File: src/rtl/tt_pkg.sv
// Shared types and geometry for the truth-table sweeper slice.
package tt_pkg;

  localparam int N_IN_D   = 3;
  localparam int N_FUNC_D = 6;
  localparam int N_VEC    = 1 << N_IN_D;
  localparam int TT_W     = N_FUNC_D * N_VEC;

  typedef enum logic [1:0] {
    IDLE,
    SWEEP,
    DONE
  } tt_state_t;

  function automatic logic [N_VEC-1:0] tt_slice(
    input logic [TT_W-1:0] data,
    input int              f
  );
    return data[f*N_VEC +: N_VEC];
  endfunction

endpackage

File: src/rtl/tt_vec_counter.sv
// Settle-cycle counter and input-vector index for one sweep.
module tt_vec_counter
  import tt_pkg::*;
#(
  parameter int N_IN   = N_IN_D,
  parameter int SETTLE = 1
) (
  input  logic            clk,
  input  logic            rst_n,
  input  logic            clr,
  input  logic            en,
  output logic [N_IN-1:0] idx,
  output logic            last_vec,
  output logic            sample_en
);

  localparam int CW = $clog2(SETTLE + 1);

  logic [CW-1:0] cnt;

  assign last_vec  = &idx;
  assign sample_en = en && (cnt == CW'(SETTLE - 1));

  always_ff @(posedge clk) begin
    if (!rst_n || clr) begin
      idx <= '0;
      cnt <= '0;
    end else if (en) begin
      if (sample_en) begin
        cnt <= '0;
        // idx parks on the last vector; the FSM leaves SWEEP here
        if (!last_vec) idx <= idx + 1'b1;
      end else begin
        cnt <= cnt + 1'b1;
      end
    end
  end

endmodule

File: src/rtl/truth_table_sweeper.sv
// Sweeps xyz through every combination, captures a packed truth
// table of the functions under test and compares it to exp_tt.
module truth_table_sweeper
  import tt_pkg::*;
#(
  parameter int N_IN   = N_IN_D,
  parameter int N_FUNC = N_FUNC_D,
  parameter int SETTLE = 1
) (
  input  logic                           clk,
  input  logic                           rst_n,
  input  logic                           start,
  input  logic                           abort,
  output logic [N_IN-1:0]                xyz,
  input  logic [N_FUNC-1:0]              f_in,
  input  logic [N_FUNC*(1<<N_IN)-1:0]    exp_tt,
  output logic                           busy,
  output logic                           tt_valid,
  input  logic                           tt_ready,
  output logic [N_FUNC*(1<<N_IN)-1:0]    tt_data,
  output logic [N_FUNC-1:0]              mismatch
);

  localparam int N_V = 1 << N_IN;
  localparam int W   = N_FUNC * N_V;

  tt_state_t       state_q, state_d;
  logic [N_IN-1:0] idx;
  logic            last_vec;
  logic            sample_en;
  logic            go;
  logic            stop;
  logic            cnt_en;
  logic [W-1:0]    cap_d;
  logic [N_FUNC-1:0] diff;

  assign go     = (state_q == IDLE) && start;
  assign stop   = (state_q == SWEEP) && abort;
  assign cnt_en = (state_q == SWEEP) && !abort;

  tt_vec_counter #(
    .N_IN   (N_IN),
    .SETTLE (SETTLE)
  ) u_cnt (
    .clk       (clk),
    .rst_n     (rst_n),
    .clr       (go || stop),
    .en        (cnt_en),
    .idx       (idx),
    .last_vec  (last_vec),
    .sample_en (sample_en)
  );

  always_ff @(posedge clk) begin
    if (!rst_n) state_q <= IDLE;
    else        state_q <= state_d;
  end

  always_comb begin
    state_d = state_q;
    unique case (state_q)
      IDLE:  if (start) state_d = SWEEP;
      SWEEP: begin
        if (abort)                      state_d = IDLE;
        else if (sample_en && last_vec) state_d = DONE;
      end
      DONE:  if (tt_ready) state_d = IDLE;
      default: state_d = IDLE;
    endcase
  end

  for (genvar f = 0; f < N_FUNC; f++) begin : g_func
    for (genvar v = 0; v < N_V; v++) begin : g_vec
      assign cap_d[f*N_V+v] = (sample_en && idx == N_IN'(v)) ?
                              f_in[f] : tt_data[f*N_V+v];
    end
    assign diff[f] = tt_data[f*N_V +: N_V] != exp_tt[f*N_V +: N_V];
  end

  always_ff @(posedge clk) begin
    if (!rst_n || go) tt_data <= '0;
    else              tt_data <= cap_d;
  end

  assign busy     = (state_q == SWEEP);
  assign tt_valid = (state_q == DONE);
  assign xyz      = (state_q == IDLE) ? '0 : idx;
  assign mismatch = tt_valid ? diff : '0;

endmodule

File: config.mk
export PLATFORM = sky130hd
export DESIGN_NAME = truth_table_sweeper
export DESIGN_NICKNAME = d
export VERILOG_FILES = /design/src/rtl/tt_pkg.sv /design/src/rtl/tt_vec_counter.sv /design/src/rtl/truth_table_sweeper.sv
export SDC_FILE = /design/constraint.sdc
export NUM_CORES = 1
export LEC_CHECK = 0
export ABC_AREA = 1
export CAP_MARGIN = 15
export CORE_MARGIN = 2
export CORE_UTILIZATION = 45
export DETAILED_ROUTE_END_ITERATION = 10
export PLACE_DENSITY = 0.79
export SLEW_MARGIN = 30
export SYNTH_ARGS = -nofsm -noshare
export SYNTH_HDL_FRONTEND = slang
export SYNTH_SLANG_ARGS = --single-unit
File: constraint.sdc
create_clock -name clk -period 1.8 [get_ports clk]
set_input_delay 0.18 -clock clk [delete_from_list [all_inputs] [get_ports clk]]
set_output_delay 0.18 -clock clk [all_outputs]
set_load 0.005 [all_outputs]
# Word level (Yosys, flattened, before mapping)
# Cells that the tools add are included.
# Widths: inputs -> output; s select.
# word_totals
regBits,54
output_inout_bits,59
elab_cells,64
# op_classes
n_addsub,2
eq_ne,18
n_mux,8
bitwise_logic,2
n_reduce_logical,23
# op_table
cell,count
$ne 8x8->1,6
$logic_and 1x1->1,13
$eq 3x3->1 const B,4
$reduce_and 3->1,3
$mux 2,4
$eq 3x2->1 const B,2
$mux 6,1
$pmux 2 s3,1
$add 3x1->3 const B,1
$eq 3x1->1 const B,1
$logic_not 3->1,1
$logic_or 1x1->1,3
$mux 3,1
$ne 3x2->1 const B,1
$eq 2x1->1 const B,1
$eq 2x2->1 const B,1
$logic_not 1->1,2
$logic_not 2->1,1
$ne 2x1->1 const B,1
$ne 2x2->1 const B,1
$not 1->1,2
$add 1x1->1 const B,1
$mux 1,1

# Logic depth before layout (Yosys ltp)
# logic_depth
ltp_word,7
mapped_depth,8

# Hierarchy
# Synthesis repeated with hierarchy kept, for this count alone.
# hier_totals
hier_cells,534
area_unflattened_um2,3293.2
# by_module_without_submodules
module,instances,cells_per_inst,area_each_um2,seq_area_each_um2
truth_table_sweeper,1,504,3086.7,1001.0
tt_vec_counter,1,30,206.4,80.1

# Worst setup path after synthesis
# OpenSTA, ideal clock, no wires.
# synth_path
path_type,register -> register
startpoint,register u_cnt.idx[0]
endpoint,register tt_data[47]
setup_time_ns,0.113
arrival_ns,1.136
required_time_ns,1.687
setup_slack_ns,0.551
path_stages_with_launch,8
n_path_buf,1
synth_period_minus_slack_ns,1.249
path_cell_list,dfxtp_1 > ha_1 > ha_1 > nand3_2 > buf_2 > nand2_1 > nand2_1 > nor2_1
# synth_via
elab_chain_len,2
# synth_rtl
element,line_no,text
from (decl),tt_vec_counter.sv:12,"output logic [N_IN-1:0] idx,"
from (signal assigned),tt_vec_counter.sv:32,if (!last_vec) idx <= idx + 1'b1;
$eq 3x3->1,truth_table_sweeper.sv:74,assign cap_d[f*N_V+v] = (sample_en && idx == N_IN'(v)) ?
$logic_and 1x1->1,truth_table_sweeper.sv:74,
to (signal assigned),truth_table_sweeper.sv:82,else tt_data <= cap_d;
to (decl),truth_table_sweeper.sv:20,"output logic [N_FUNC*(1<<N_IN)-1:0] tt_data,"
# Every way passes these cells.
# A chain may end at the register's enable or synchronous reset.

# Final worst setup path
# layout_path
startpoint,register state_q[0]
endpoint,output port busy
# layout_via
elab_chain_len,1
# layout_rtl
element,line_no,text
from (decl),truth_table_sweeper.sv:27,"tt_state_t state_q, state_d;"
from (signal assigned),truth_table_sweeper.sv:56,else state_q <= state_d;
$eq 2x1->1,truth_table_sweeper.sv:85,assign busy = (state_q == SWEEP);
to (decl),truth_table_sweeper.sv:17,"output logic busy,"
# Every way passes these cells.

==> run_results.csv <==
group,metric,value,unit
global_route,antenna_found_initial,0,
floorplanning,fp-row-count,31,
yosys,synth_sequential_area_ratio,31.6,%
critical_path,rr_startpoint,"u_cnt.idx[0]",
final_layout,antenna_cells,0,
routing,drtIter0Drc,272,
clock_network,cts.htree.levels,2,
placement,port_buffers,117,
sta,hold_viol_final,0,
clock_network,cts.clk_slew.worst_paths,0.09,ns
run_status,status,"finished clean",
placement,placed_area,0.00467,mm2
final_layout,layout-drive-gt1-share,9.05,%
critical_path,end_kind,"output pin",
power_and_ir_drop,p_per_area,507,mW/mm2
power_and_ir_drop,power,2.45,mW
sta,fmax,595,MHz
power_and_ir_drop,p_leak,2.35,nW
clock_network,clock_sinks,54,
critical_path,startpoint_type,"flop",
routing,vias,3877,
final_layout,utilization,66.2,%
hold_path,hold_start,"rst_n",
floorplanning,die_area,0.00831,mm2
hold_path,min_to,"state_q[1]",
clock_network,hold_buffers,0,
clock_network,cts_buffers,5,
critical_path,crit_type,"flop to output pin",
routing,antenna_left,0,
clock_network,cts_setup_buffers,0,
routing,drc_errors,0,
hold_path,min_path_type,"primary input to flop",
placement,place.gp.congestion,0.844,
global_route,grt_pass1_wl,16.5,mm
critical_path,crit_arrival,1.50,ns
sta,fin_crit,1.68,ns
yosys,synth_top_family_by_area,"simple AND/OR/NAND/NOR gates",
power_and_ir_drop,peakVddDrop,0.381,mV
critical_path,reg2regPathDepth,6,
yosys,syn_inst,612,
sta,clock_skew,0.0122,ns
routing,drt_first_pass_iters,4,
placement,dp_hpwl,7.77,mm
floorplanning,fp.dieH,91.2,um
clock_network,cts_max_path_buffers,2,
final_layout,nNetsFinal,793,
yosys,synth_fa_ha_area_share,2.20,%
run,drv_cap,0,
critical_path,critical_path.max_fanout,4,
floorplanning,initial_core_util,46.9,%
sta,maxSlewViolCount,0,
sta,tns,0,ns
final_layout,finalInstanceArea,0.00483,mm2
sta,tightest_slew,0.327,ns
yosys,synth.mux.area_fraction,0,%
sta,rsz0062_at_grt,"false",
yosys,syn_nets,677,
clock_network,cts_tree,"done",
floorplanning,core-area,0.00729,mm2
yosys,ys.flop_type,"dfxtp_1",
yosys,ys_ff_latch,54,
sta,maxSlewHeadroom,78.2,%
clock_network,cts-root-buf,"clkbuf_8",
critical_path,r2r-end,"tt_data[23]",
yosys,yosys_warnings,0,
global_route,grt_pass1_vias,3687,
critical_path,required,1.62,ns
routing,finalWirelength,9.97,mm
yosys,synth_compound_area_share,0.732,%
yosys,syn-cell-area,0.00342,mm2
floorplanning,die_w,91.2,um
floorplanning,io_pins,118,
global_route,grt_max_degree,31,
yosys,synthDistinctLibCells,21,
routing,viasPerCell,4.68,
yosys,synthXorXnorAreaFrac,0,%
final_layout,area_growth_syn_to_layout,41.3,%
hold_path,min_path_cells,3,
global_route,grtUsageTotal,24.1,%
yosys,synth_edf_count,0,
final_layout,nFillCells,681,
yosys,yosys.area_share.simple,50.7,%
global_route,grt-ovfl-total,0,
clock_network,clk_latency,0.31,ns
sta,min_period_over_period,93.3,%
routing,wl_per_cell,12.0,um
critical_path,worst-r2r-setup-slack,0.37,ns
yosys,syn_area_per_cell,5.59,um2
yosys,async_flop_share,0,%
sta,timing.hold.ws,0.452,ns
sta,finalSetupViolations,0,
report_power, final:
part           switching [mW]  total [mW]  internal (mW)  leakage [nW]
sequential             0.0103        1.21           1.20         0.449
combinational           0.214       0.419          0.205          1.84
clock                   0.399       0.816          0.417        0.0524
synthesized netlist by cell type, types with 2 or more instances:
cell,n,area share [%]
nand2_1,208,23
nor2_1,163,18
inv_1,107,12
dfxtp_1,54,32
nand4_1,38,7.0
buf_2,8,1.2
nor2_2,7,1.3
ha_1,6,2.2
a21oi_1,4,0.59
buf_6,3,0.99
buf_4,2,0.44
inv_2,2,0.22
nand2_2,2,0.37
worst max-delay path: stages, from the launching register on:
cell	delay (ns)
dfxtp_1	0.42
inv_1	0.07
nor2_2	0.16
clkdlybuf4s50_1	0.54
cell usage in the layout, fill, tap and decap left out, types with 2 or more instances in the layout:
| master | synthesis | final |
|---|---|---|
| clkbuf_8 | 0 | 5 |
| inv_2 | 2 | 3 |
| nand4_1 | 38 | 38 |
| buf_4 | 2 | 7 |
| dfxtp_2 | 0 | 27 |
| clkdlybuf4s50_1 | 0 | 111 |
| dfxtp_1 | 54 | 27 |
| clkbuf_1 | 1 | 2 |
| a21oi_1 | 4 | 4 |
| nor2_2 | 7 | 17 |
| dlygate4sd2_1 | 0 | 6 |
| nor2_1 | 163 | 153 |
| ha_1 | 6 | 6 |
| nand2_2 | 2 | 3 |
| nand2_1 | 208 | 207 |
| inv_1 | 107 | 106 |
layer usage:
layer	track usage, %	up-vias	part of all wire, %
li1	-	2046	-
met1	29.6	1713	42
met2	43.2	107	49
met3	3.98	11	7.1
met4	7.07	0	1.6
met5	0	-	0
flip-flops by register name (all words and copies together), names as in the netlist:
| name | flops |
|---|---|
| u_cnt.cnt | 1 |
| tt_data | 48 |
| u_cnt.idx | 3 |
| state_q | 2 |
stage by stage:
stage	setup WS [ns]	instances
after global routing	0.00378	828
after global placement	-0.0906	820
after detailed placement	-0.116	820
after CTS	0.0624	828
after floorplan	0.551	612
final	0.120	828
how the worst max path moves through the flow:
stage | start | end | slack [ns] | cells past startpoint
4_1_cts | state_q[0] | busy | 0.06 | 3
2_1_floorplan | u_cnt.idx[0] | tt_data[47] | 0.55 | 7
6_report | state_q[0] | busy | 0.12 | 3
3_3_place_gp | exp_tt[40] | mismatch[5] | -0.09 | 9
3_5_place_dp | exp_tt[41] | mismatch[5] | -0.12 | 9
5_1_grt | tt_data[27] | mismatch[3] | 0.004 | 8
kinds of logic (layout without fill, tap and decap cells):
| family | Yosys count | in the layout |
|---|---|---|
| buf+inv | 124 | 241 |
| fa+ha+maj | 6 | 6 |
| flops | 54 | 54 |
| simple gates | 423 | 423 |
| compound gates | 5 | 5 |
what timing repair did:
item,in CTS,in global routing
endpoints found under the setup margin,6,2
gates resized for setup,42,3
pin swaps,3,1
area by class of cell:
cell class,count,area [um2],area share (%)
Clock buffer,7,76.3,1.58
Timing Repair Buffer,124,1220,25.2
Inverter,109,409,8.47
Clock inverter,1,30.0,0.622
Tap cell,99,124,2.56
Sequential cell,54,1110,23.1
Multi-Input combinational cell,434,1860,38.5
Power figures use the tool's default switching activity.
